## src/rtl/xadc_multichan_sampler.sv

```systemverilog
// xadc_multichan_sampler: round-robin DRP reader over consecutive XADC aux channels.
// Each end-of-conversion triggers one DRP read; 2**AVG_LOG2 reads per channel are
// boxcar-averaged and published both as a sample pulse and in a per-channel register bank.
module xadc_multichan_sampler #(
    parameter int FIRST_AUX = 6,
    parameter int NUM_CH    = 4,
    parameter int AVG_LOG2  = 2,
    parameter int TIMEOUT   = 64
) (
    input  logic                 clk,
    input  logic                 rst_n,
    input  logic                 eoc_in,
    output logic [6:0]           daddr_out,
    output logic                 den_out,
    output logic                 dwe_out,
    output logic [15:0]          di_out,
    input  logic [15:0]          do_in,
    input  logic                 drdy_in,
    output logic [11:0]          sample_data,
    output logic [3:0]           sample_ch,
    output logic                 sample_valid,
    output logic [NUM_CH*12-1:0] ch_data,
    output logic                 err_timeout,
    output logic                 err_overrun
);

    localparam int ACC_W = 12 + AVG_LOG2;
    localparam int CNT_W = AVG_LOG2 + 1;
    localparam int NSAMP = 1 << AVG_LOG2;
    localparam logic [6:0]       BASE_ADDR = 7'(16 + FIRST_AUX);
    localparam logic [CNT_W-1:0] LAST_CNT  = CNT_W'(NSAMP - 1);
    localparam logic [CNT_W-1:0] CNT_ONE   = CNT_W'(1);
    localparam logic [7:0]       TMO_LAST  = 8'(TIMEOUT - 1);
    localparam logic [3:0]       LAST_CH   = 4'(NUM_CH - 1);

    typedef enum logic [1:0] {IDLE, REQ, WAIT, DONE} state_t;

    state_t               state_q, state_d;
    logic [3:0]           chIdx_q, chIdx_d;
    logic [CNT_W-1:0]     cnt_q, cnt_d;
    logic [ACC_W-1:0]     acc_q, acc_d;
    logic [7:0]           timer_q, timer_d;
    logic [11:0]          sampleData_q, sampleData_d;
    logic [3:0]           sampleCh_q, sampleCh_d;
    logic                 sampleValid_q, sampleValid_d;
    logic [NUM_CH*12-1:0] chData_q, chData_d;
    logic                 overrun_q, overrun_d;
    logic                 timeoutHit;
    logic                 unusedLowBits;

    // The low nibble of the left-justified DRP word carries no conversion data.
    assign unusedLowBits = ^do_in[3:0];

    // Read-only DRP master: the write path is held inactive.
    assign dwe_out      = 1'b0;
    assign di_out       = 16'h0000;
    assign den_out      = (state_q == REQ);
    assign daddr_out    = BASE_ADDR + {3'b000, chIdx_q};
    assign sample_data  = sampleData_q;
    assign sample_ch    = sampleCh_q;
    assign sample_valid = sampleValid_q;
    assign ch_data      = chData_q;
    assign err_timeout  = timeoutHit;
    assign err_overrun  = overrun_q;

    // Next-state logic: request, wait for drdy or give up, and publish the average.
    always_comb begin
        state_d       = state_q;
        chIdx_d       = chIdx_q;
        cnt_d         = cnt_q;
        acc_d         = acc_q;
        timer_d       = timer_q;
        sampleData_d  = sampleData_q;
        sampleCh_d    = sampleCh_q;
        sampleValid_d = 1'b0;
        chData_d      = chData_q;
        overrun_d     = eoc_in && (state_q != IDLE);
        timeoutHit    = 1'b0;
        case (state_q)
            IDLE: begin
                if (eoc_in) begin
                    state_d = REQ;
                end
            end
            REQ: begin
                timer_d = 8'd0;
                state_d = WAIT;
            end
            WAIT: begin
                if (drdy_in) begin
                    acc_d   = acc_q + ACC_W'(do_in[15:4]);
                    cnt_d   = cnt_q + CNT_ONE;
                    state_d = (cnt_q == LAST_CNT) ? DONE : IDLE;
                end else if (timer_q == TMO_LAST) begin
                    timeoutHit = 1'b1;
                    acc_d      = '0;
                    cnt_d      = '0;
                    state_d    = IDLE;
                end else begin
                    timer_d = timer_q + 8'd1;
                end
            end
            DONE: begin
                sampleData_d  = acc_q[AVG_LOG2 +: 12];
                sampleCh_d    = chIdx_q;
                chData_d[int'(chIdx_q)*12 +: 12] = acc_q[AVG_LOG2 +: 12];
                sampleValid_d = 1'b1;
                acc_d         = '0;
                cnt_d         = '0;
                chIdx_d       = (chIdx_q == LAST_CH) ? 4'd0 : chIdx_q + 4'd1;
                state_d       = IDLE;
            end
            default: begin
                state_d = IDLE;
            end
        endcase
    end

    // State and datapath registers; reset abandons any read in flight.
    always_ff @(posedge clk) begin
        if (!rst_n) begin
            state_q       <= IDLE;
            chIdx_q       <= 4'd0;
            cnt_q         <= '0;
            acc_q         <= '0;
            timer_q       <= 8'd0;
            sampleData_q  <= 12'd0;
            sampleCh_q    <= 4'd0;
            sampleValid_q <= 1'b0;
            chData_q      <= '0;
            overrun_q     <= 1'b0;
        end else begin
            state_q       <= state_d;
            chIdx_q       <= chIdx_d;
            cnt_q         <= cnt_d;
            acc_q         <= acc_d;
            timer_q       <= timer_d;
            sampleData_q  <= sampleData_d;
            sampleCh_q    <= sampleCh_d;
            sampleValid_q <= sampleValid_d;
            chData_q      <= chData_d;
            overrun_q     <= overrun_d;
        end
    end

endmodule

```

## config.mk

```make
export PLATFORM = sky130hd
export DESIGN_NAME = xadc_multichan_sampler
export DESIGN_NICKNAME = d
export VERILOG_FILES = /design/src/rtl/xadc_multichan_sampler.sv
export SDC_FILE = /design/constraint.sdc
export NUM_CORES = 1
export LEC_CHECK = 0
export BUFFER_PORTS_ARGS = -buffer_cell sky130_fd_sc_hd__buf_4
export CAP_MARGIN = 20
export CORE_MARGIN = 5
export CORE_UTILIZATION = 61
export DETAILED_ROUTE_END_ITERATION = 16
export HOLD_SLACK_MARGIN = 0.15
export PLACE_DENSITY_LB_ADDON = 0.08
export SETUP_SLACK_MARGIN = 0.3
export SLEW_MARGIN = 10
export SYNTH_ARGS = -nofsm -noshare
export SYNTH_HDL_FRONTEND = slang
export SYNTH_SLANG_ARGS = --single-unit
```

## constraint.sdc

```tcl
create_clock -name clk -period 10.8 [get_ports clk]
set_input_delay 1.08 -clock clk [delete_from_list [all_inputs] [get_ports clk]]
set_output_delay 1.08 -clock clk [all_outputs]
set_load 0.02 [all_outputs]
```

==> results of run 1 <==
-- final cells by class --
| type | instances | area [um^2] | area share |
|---|---|---|---|
| multi-input combinational | 569 | 3790 | 0.552 |
| sequential | 97 | 1940 | 0.283 |
| timing repair buffer | 95 | 713 | 0.104 |
| tap | 133 | 166 | 0.0242 |
| clock buffer | 9 | 124 | 0.0180 |
| inverter | 26 | 97.6 | 0.0142 |
| clock inverter | 5 | 33.8 | 0.00492 |
-- power breakdown --
part / switching [mW] / internal [mW]
clock: 0.127 / 0.0812
sequential: 0.0176 / 0.369
combinational: 0.143 / 0.0770
-- through the flow --
stage	hold WS [ns]	util
2_1_floorplan	0.454	-
3_3_place_gp	0.445	0.686
3_5_place_dp	0.448	0.686
4_1_cts	0.462	0.702
5_1_grt	0.479	0.702
6_report	0.461	0.702
-- flip-flops by register name, indices dropped and copies added, names as in the netlist --
| register | cells |
|---|---|
| timer_q | 8 |
| acc_q | 14 |
| chIdx_q | 4 |
| err_overrun | 1 |
| cnt_q | 3 |
| ch_data | 48 |
| sample_valid | 1 |
| state_q | 2 |
| sample_ch | 4 |
| sample_data | 12 |
-- kinds of logic after synthesis --
| group | synth area share |
|---|---|
| AND/OR/NAND/NOR | 0.207 |
| AO/OA/AOI/OAI | 0.187 |
| flip-flops | 0.319 |
| buffers and inverters | 0.0700 |
| multiplexers | 0.117 |
| adder cells (fa/ha/maj) | 0.0682 |
| XOR/XNOR | 0.0314 |
| other | 0.000616 |
-- final timing paths --
| path | end | slack [ns] | from |
|---|---|---|---|
| max | ch_data[47] | 5.95 | chIdx_q[0] |
| min | ch_data[18] | 0.46 | ch_data[18] |
| max reg2reg | ch_data[47] | 5.95 | chIdx_q[0] |
| min reg2reg | ch_data[18] | 0.46 | ch_data[18] |
-- critical path: stages (launching register included) --
cell and delay (ns):
dfxtp_2 0.32, buf_4 0.46, ha_1 0.42, inv_1 0.09
fa_1 0.86, or3b_1 0.48, nor2_1 0.11, o21ai_0 0.10
ha_1 0.67, and3b_1 0.30, o21ai_2 0.15, or4_1 0.58
mux2i_1 0.17
-- cells in the final DEF (no fill, tap or decap), drive strengths merged, types with 10 or more instances in the layout --
master  instances
buf            95
a211oi         12
conb           18
a21oi          41
dfxtp          97
xnor2          12
nor2           82
ha             30
o22ai          10
nand2          85
mux2i          62
nand3          25
o21ai          24
a31oi          12
nor3           23
inv            26
-- per-layer routing --
metal	wire length [um]	global-route usage
met3	1260	0.0540
met1	6750	0.336
met2	7250	0.436
met4	412	0.104
met5	0	0
==> summary.txt, run 1 <==
Routing
  – DRC violations left: 0
  – Avg WL per Cell: between 15 and 20 um
  – Pre-Repair DR Iteration Count: 5
  – Final WL: ~16 mm
  – Via-to-Cell Ratio: about 5.9
  – Final antenna-violating net count: 0
  – DR vias: roughly 5500
  – Iter 0 DRT Violations: between 400 and 500

Finish
  – Fillers: 810
  – Ant. Diodes: 0
  – Final Instance Area: a little under 0.007 mm^2
  – Count of non-filler cells in the finished layout: 934
  – NumNets Final: 850
  – Synth-to-layout area growth: 12.7%
  – Share of layout cells above drive strength 1: 0.166

Job
  – Max-cap violations: 0

STA
  – Worst Tran Pin Value: around 0.96 ns
  – Clk_skew: between 0.01 and 0.015 ns
  – Final slew viol count: 0
  – Finish-stage setup viols: 0
  – Final Worst Setup Slack: a little under 6 ns
  – Post-Route Setup TNS: 0 ns
  – Slew headroom: 0.354
  – Final Hold Viols: 0
  – Final Cycle Share: 0.449
  – RSZ-0062 raised after global routing: false
  – Min Clock Period, post-route: between 4 and 5 ns
  – Fmax: slightly above 200 MHz

Die
  – Chip width: between 100 and 150 um
  – Core Region: around 0.0098 mm^2
  – Initial core utilization: 0.623
  – I/O pin cnt: between 100 and 150
  – Site Rows: 36
  – Die H: 110 um
  – Die area: 0.0121 mm^2

Synth
  – Unique masters post-synth: 68
  – Seq/Total Area, Yosys: 0.319
  – Mapped Cells: between 700 and 800
  – Number of synthesized flops with an enable pin: 0
  – Syn_area_per_cell: slightly above 8 um^2
  – Synth cell count leaders: dfxtp_1, nand2_1, nor2_1, mux2i_1, a21oi_1
  – Flops & latches, synth: 97
  – Cell accounting for the most synthesized area: dfxtp_1
  – Synth area leaders: dfxtp_1, mux2i_1, ha_1
  – Share of the synthesized area in the top cell type: 0.319
  – Ys flop type: dfxtp_1
  – Asr flop ratio synth: 0
  – Most frequent cell after synthesis: dfxtp_1
  – Synthesized area: just over 0.006 mm^2
  – Ys Warns: 0

GRT
  – Largest net degree at the start of global routing: 58
  – First-pass GRT wire length: roughly 25 mm
  – Vias in the first global route: roughly 5200
  – Initial antenna violation count: 0
  – GRT Total Usage: 0.264
  – Grt ovf: 0

CTS
  – CTS tree: done
  – Number of clock sinks: 97
  – Post-CTS Hold Fix Bufs: 0
  – CTS buffer count: 9
  – Clk slew on worst S/H paths: 0.10 ns
  – Post-CTS Setup Repair Bufs: 0
  – Clock Tree Root: clkbuf_8
  – H-tree depth: 3
  – Longest Clk Path Bufs: 2
  – Worst-skew pair later-pin latency: between 0.3 and 0.4 ns
  – Post-CTS sizing: 0

Pwr
  – Overall power: about 0.82 mW
  – Worst VDD drop: 0.0757 mV
  – Leakage: between 2 and 3 nW
  – PwrDens: 119 mW/mm^2

Placed design
  – DP Cell Count: ~900
  – Final RePlAce weighted congestion: 0.942
  – Port Buffer Count: slightly below 90
  – Area after DPL: about 0.0067 mm^2
  – Place WS: ~6 ns
  – Detailed Place HPWL: 11.4 mm

Critical path
  – Crit path DAT: 5.10 ns
  – Data required, critical path: approximately 11 ns
  – Critical path peak fanout: 53
  – CP Capture Type: register
  – CP Class: reg -> reg
  – Worst r2r path cells: 12
  – Nature of the critical path startpoint: register

Min path
  – Hold Path Depth: 2
  – Worst min path class: reg -> reg

Outcome
  – Status: completed
Power figures use the tool's default switching activity.
==> run 2, diff against run 1 <==
--- a/config.mk
+++ b/config.mk
@@ -5,10 +5,11 @@
 export SDC_FILE = /design/constraint.sdc
 export NUM_CORES = 1
 export LEC_CHECK = 0
+export ABC_AREA = 1
 export BUFFER_PORTS_ARGS = -buffer_cell sky130_fd_sc_hd__buf_4
 export CAP_MARGIN = 20
 export CORE_MARGIN = 5
-export CORE_UTILIZATION = 61
+export CORE_UTILIZATION = 51
 export DETAILED_ROUTE_END_ITERATION = 16
 export HOLD_SLACK_MARGIN = 0.15
 export PLACE_DENSITY_LB_ADDON = 0.08
==> constraint.sdc (replaced) <==
create_clock -name clk -period 4.2 [get_ports clk]
set_input_delay 0.42 -clock clk [delete_from_list [all_inputs] [get_ports clk]]
set_output_delay 0.42 -clock clk [all_outputs]
set_load 0.02 [all_outputs]
==> summary.txt, run 2 <==
Placed design
  – DP Cell Count: approximately 1100
  – Place WS: about 0.60 ns
  – Final RePlAce weighted congestion: around 1
  – Area after DPL: between 0.006 and 0.007 mm^2
  – Port Buffer Count: 89
  – Detailed Place HPWL: 12.4 mm

Synth
  – Syn_area_per_cell: between 6 and 7 um^2
  – Number of synthesized flops with an enable pin: 0
  – Seq/Total Area, Yosys: 0.330
  – Asr flop ratio synth: 0
  – Mapped Cells: between 800 and 900
  – Cell accounting for the most synthesized area: dfxtp_1
  – Most frequent cell after synthesis: nand2_1
  – Flops & latches, synth: between 90 and 100
  – Synth area leaders: dfxtp_1, nand2_1, nor2_1
  – Ys flop type: dfxtp_1
  – Synthesized area: about 0.006 mm^2
  – Share of the synthesized area in the top cell type: 0.330
  – Synth cell count leaders: nand2_1, nor2_1, dfxtp_1, a21oi_1, inv_1
  – Ys Warns: 0
  – Unique masters post-synth: 51

GRT
  – GRT Total Usage: 0.232
  – Largest net degree at the start of global routing: between 50 and 60
  – First-pass GRT wire length: between 20 and 30 mm
  – Vias in the first global route: 5551
  – Grt ovf: 0
  – Initial antenna violation count: 0

Outcome
  – Status: completed

Finish
  – NumNets Final: about 1000
  – Synth-to-layout area growth: 17.1%
  – Share of layout cells above drive strength 1: 0.156
  – Ant. Diodes: 0
  – Fillers: approximately 1100
  – Most frequent cells in the layout: nand2_1, nor2_1, buf_4
  – Commonest non-fill, non-tap cell in the layout: nand2_1
  – Final Instance Area: a little under 0.007 mm^2
  – Count of non-filler cells in the finished layout: ~1100
  – Number of flip-flops in the largest register: 48

Critical path
  – Data required, critical path: 4.48 ns
  – CP Capture Type: register
  – Crit path DAT: about 3.9 ns
  – Critical path peak fanout: 16
  – Flop-to-flop setup slack: approximately 0.60 ns
  – Nature of the critical path startpoint: register
  – CP Class: reg -> reg

Pwr
  – PwrDens: 378 mW/mm^2
  – Clk pwr share: 0.317
  – Worst VDD drop: around 0.22 mV
  – Seq pwr share: 0.396
  – Comb power frac: 0.287
  – Total internal power: ~1.7 mW
  – Leakage: ~3.1 nW
  – Net Sw Frac: 0.358
  – Switch Pwr: between 0.9 and 1 mW

STA
  – Min Clock Period, post-route: roughly 3.6 ns
  – Final Hold Viols: 0
  – Clk_skew: about 0.0052 ns
  – Worst Tran Pin Value: about 0.7 ns
  – Final Worst Setup Slack: approximately 0.6 ns
  – Post-Route Setup TNS: 0 ns
  – Fmax: 278 MHz
  – RSZ-0062 raised after global routing: false
  – Final Cycle Share: 0.857
  – Final slew viol count: 0
  – Slew headroom: 0.522
  – Finish-stage setup viols: 0

CTS
  – Clk slew on worst S/H paths: approximately 0.070 ns
  – CTS buffer count: 9
  – Post-CTS sizing: 0
  – Post-CTS Setup Repair Bufs: 0
  – Worst-skew pair later-pin latency: approximately 0.35 ns
  – Clock Tree Root: clkbuf_16
  – Longest Clk Path Bufs: 2
  – H-tree depth: 3
  – Number of clock sinks: 97
  – Post-CTS Hold Fix Bufs: 0
  – CTS tree: done

Job
  – Max-cap violations: 0

Routing
  – Pre-Repair DR Iteration Count: 5
  – DR vias: a little under 6000
  – Iter 0 DRT Violations: about 500
  – Final antenna-violating net count: 0
  – DRC violations left: 0
  – Avg WL per Cell: about 15 um
  – Via-to-Cell Ratio: approximately 5.3
  – Final WL: between 15 and 20 mm

Die
  – Site Rows: 39
  – Chip width: 117 um
  – I/O pin cnt: 112
  – Initial core utilization: 0.517
  – Die H: ~120 um
  – Die area: between 0.01 and 0.015 mm^2
  – Core Region: 0.0114 mm^2

Min path
  – Worst min path class: in -> reg
## run 2: worst paths after layout
check,from,cells past startpoint,to
setup reg to reg,chIdx_q[1],15,ch_data[9]
setup / recovery,chIdx_q[1],15,ch_data[9]
hold / removal,eoc_in,3,err_overrun
hold reg to reg,timer_q[7],1,timer_q[7]
## run 2: metrics by stage
| stage | power, mW | util | hold slack (ns) |
|---|---|---|---|
| CTS | 2.60 | 0.604 | 0.301 |
| floorplan | 1.60 | - | 0.422 |
| global placement | 1.77 | 0.578 | 0.433 |
| detailed placement | 1.78 | 0.578 | 0.440 |
| finish | 2.60 | 0.605 | 0.305 |
| global route | 2.74 | 0.605 | 0.318 |
## run 2: per-layer routing
| layer | up-vias | global-route usage | part of all wire |
|---|---|---|---|
| li1 | 2981 | - | - |
| met1 | 2648 | 0.321 | 0.46 |
| met2 | 213 | 0.374 | 0.45 |
| met3 | 23 | 0.0308 | 0.075 |
| met4 | 0 | 0.0711 | 0.018 |
| met5 | - | 0 | 0 |
## run 2: area by class of cell
type / count / area (um^2) / area share
multi-input combinational: 660 / 3400 / 0.494
clock inverter: 4 / 33.8 / 0.00491
sequential: 97 / 1940 / 0.282
inverter: 83 / 323 / 0.0469
clock buffer: 12 / 267 / 0.0387
timing repair buffer: 98 / 736 / 0.107
tap: 143 / 179 / 0.0260
## run 2: cell families after synthesis
group	share of synthesized area
compound gates	0.182
xor+xnor	0.00298
fa+ha+maj	0.0707
buf+inv	0.102
flops	0.330
other cells	0.000638
simple gates	0.310
## run 2: power by group through the flow
stage	clock network [mW]	logic, mW	registers [mW]
floorplan	0	0.530	1.07
global placement	0	0.719	1.05
detailed placement	0	0.733	1.05
CTS	0.837	0.737	1.03
global route	0.879	0.827	1.04
finish	0.825	0.746	1.03
## run 2: worst max-delay path: stages, from the launching register on
cell and delay [ns]:
dfxtp_1 0.42, ha_1 0.26, inv_1 0.09, fa_1 0.56, nand2_2 0.10, nor2_4 0.14, nand2_1 0.07, ha_2 0.52
nand4_1 0.37, nor2_1 0.45, nand2_1 0.10, nand2_1 0.13, nand2_1 0.10, nand2_1 0.08, nand2_1 0.04, nor2_1 0.10
==> run 3, diff against run 2 <==
--- a/config.mk
+++ b/config.mk
@@ -5,9 +5,9 @@
 export SDC_FILE = /design/constraint.sdc
 export NUM_CORES = 1
 export LEC_CHECK = 0
-export ABC_AREA = 1
+export ABC_AREA = 0
 export BUFFER_PORTS_ARGS = -buffer_cell sky130_fd_sc_hd__buf_4
-export CAP_MARGIN = 20
+export CORE_ASPECT_RATIO = 0.75
 export CORE_MARGIN = 5
 export CORE_UTILIZATION = 51
 export DETAILED_ROUTE_END_ITERATION = 16
==> summary.txt, run 3 (synthesis gave the netlist of run 1 again) <==
Min path
  – Hold Path Depth: 3
  – Worst min path class: in -> reg
  – Worst hold start: eoc_in
  – Hold EP: err_overrun

CTS
  – H-tree depth: 3
  – Clock Tree Root: clkbuf_16
  – CTS buffer count: 9
  – Number of clock sinks: 97
  – Longest Clk Path Bufs: 2
  – Worst-skew pair later-pin latency: 0.35 ns
  – CTS tree: done
  – Clk slew on worst S/H paths: 0.07 ns

Pwr
  – Leakage: 2.73 nW
  – Worst VDD drop: between 0.2 and 0.25 mV
  – Clk pwr share: 0.351
  – PwrDens: 343 mW/mm^2
  – Comb power frac: 0.241
  – Switch Pwr: between 0.7 and 0.8 mW
  – Overall power: approximately 2.4 mW
  – Net Sw Frac: 0.324
  – Seq pwr share: 0.408
  – Total internal power: 1.65 mW

Die
  – Initial core utilization: 0.523
  – Core Region: about 0.012 mm^2
  – Die area: between 0.01 and 0.015 mm^2
  – Site Rows: 34
  – Chip width: 136 um
  – Die H: roughly 100 um
  – I/O pin cnt: roughly 110

Routing
  – DRC violations left: 0
  – Final antenna-violating net count: 0
  – DR vias: 5517
  – Avg WL per Cell: ~17 um
  – Iter 0 DRT Violations: a little over 600
  – Via-to-Cell Ratio: 5.69
  – Pre-Repair DR Iteration Count: 6
  – Final WL: approximately 16 mm

STA
  – Final Hold Viols: 0
  – Worst Tran Pin Value: ~0.81 ns
  – Fmax: 273 MHz
  – Slew headroom: 0.457
  – Min Clock Period, post-route: 3.66 ns
  – Post-Route Setup TNS: 0 ns
  – RSZ-0062 raised after global routing: true
  – Clk_skew: 0.00633 ns
  – Final Cycle Share: 0.871
  – Final slew viol count: 0
  – Finish-stage setup viols: 0
  – Hold_ws: 0.325 ns

Critical path
  – Critical path peak fanout: 20
  – Crit-path cells: ha_2 > inv_1 > fa_1 > or3b_1 > nor2_1 > o21ai_0 > ha_1 > buf_4 > nand2_1 > a211oi_1 > inv_1 > mux2i_1
  – CP dominant cell by count: inv_1
  – CP Class: reg -> reg
  – Nature of the critical path startpoint: register
  – Flop-to-flop setup slack: 0.54 ns
  – Worst r2r dst: ch_data[44]
  – Slowest stage cell, crit path: a211oi_1
  – CP Capture Type: register
  – Crit path DAT: between 3 and 4 ns
  – Worst r2r path cells: 12
  – Reg2Reg Launch Point: chIdx_q[1]
  – Crit-path max cell delay: a little under 0.6 ns
  – Data required, critical path: around 4.5 ns

Finish
  – NumNets Final: around 860
  – Commonest non-fill, non-tap cell in the layout: buf_4
  – Most frequent cells in the layout: buf_4, dfxtp_1, nand2_1
  – Ant. Diodes: 0
  – Synth-to-layout area growth: 16.9%
  – Seq. cell area: ~0.002 mm^2
  – Fillers: about 1100
  – Multi-input logic area: around 0.0038 mm^2
  – Share of layout cells above drive strength 1: 0.177
  – Number of flip-flops in the largest register: 48

GRT
  – GRT Total Usage: 0.227
  – Grt ovf: 0
  – Initial antenna violation count: 0
  – Largest net degree at the start of global routing: 58
  – First-pass GRT wire length: between 20 and 30 mm
  – Vias in the first global route: around 5200

Placed design
  – Final RePlAce weighted congestion: around 0.90
  – Port Buffer Count: 89
  – Detailed Place HPWL: 11.8 mm

Job
  – Max-cap violations: 0

Outcome
  – Status: completed
==> run 3: cell types whose count changed in the layout (fill, tap and decap cells not counted), sizes merged, moves of 33 or more <==
cell / previous run / this run
mux2i: 0 / 62
a21oi: 74 / 41
nor2: 162 / 82
inv: 78 / 26
o21ai: 63 / 24
nand2: 180 / 85
==> run 3: how the worst max path moves through the flow <==
stage / slack, ns / startpoint / depth (start not counted) / endpoint
3_3_place_gp: 0.61 / chIdx_q[1] / 12 / ch_data[31]
2_1_floorplan: 0.77 / chIdx_q[1] / 13 / ch_data[7]
6_report: 0.54 / chIdx_q[1] / 12 / ch_data[44]
4_1_cts: 0.44 / chIdx_q[1] / 12 / ch_data[10]
5_1_grt: 0.25 / chIdx_q[1] / 12 / ch_data[12]
3_5_place_dp: 0.47 / chIdx_q[1] / 12 / ch_data[10]
==> run 3: critical path, delay by kind of cell (launching register included) <==
family                   cells  cell delay (ns)
multiplexers                 1             0.15
AND/OR/NAND/NOR              3             0.74
flip-flops                   1             0.45
adder cells (fa/ha/maj)      3             1.17
buffers and inverters        3             0.40
AO/OA/AOI/OAI                2             0.68
==> run 3: timing repair <==
action | in CTS | in global routing
endpoints found under the setup margin | 0 | 23
hold buffers | 0 | 0
setup buffers | 0 | 2
gates resized for setup | 0 | 4
==> run 3: cell type report <==
cell class / instances / area share
clock inverters: 4 / 0.00720
flip-flops and latches: 97 / 0.273
well taps: 162 / 0.0285
repair buffers: 101 / 0.109
multi-input cells: 569 / 0.534
clock buffers: 11 / 0.0355
inverters: 26 / 0.0137
==> run 3: metrics by stage <==
| stage | cell area, um^2 | util | setup WS, ns | cells |
|---|---|---|---|---|
| after floorplan | 6160 | - | 0.772 | 757 |
| after global placement | 6770 | 0.581 | 0.609 | 953 |
| after detailed placement | 6770 | 0.581 | 0.466 | 953 |
| after CTS | 7080 | 0.607 | 0.440 | 968 |
| after global routing | 7120 | 0.611 | 0.247 | 970 |
| final | 7120 | 0.611 | 0.543 | 970 |
==> run 3: power groups by stage <==
stage	logic (mW)	clock network, mW	registers [mW]
after floorplan	0.440	0	1.01
after global placement	0.555	0	1.02
after detailed placement	0.568	0	1.02
after CTS	0.571	0.868	0.996
after global routing	0.640	0.906	1.00
final	0.589	0.858	0.996
==> run 3: routing by layer <==
layer  vias to the layer above  wire length [um]  global-route usage
met5                         -                 0                   0
met4                         0               196              0.0511
met3                        16              1240              0.0471
met2                       201              7100               0.347
met1                      2578              7700               0.328
li1                       2722                 -                   -
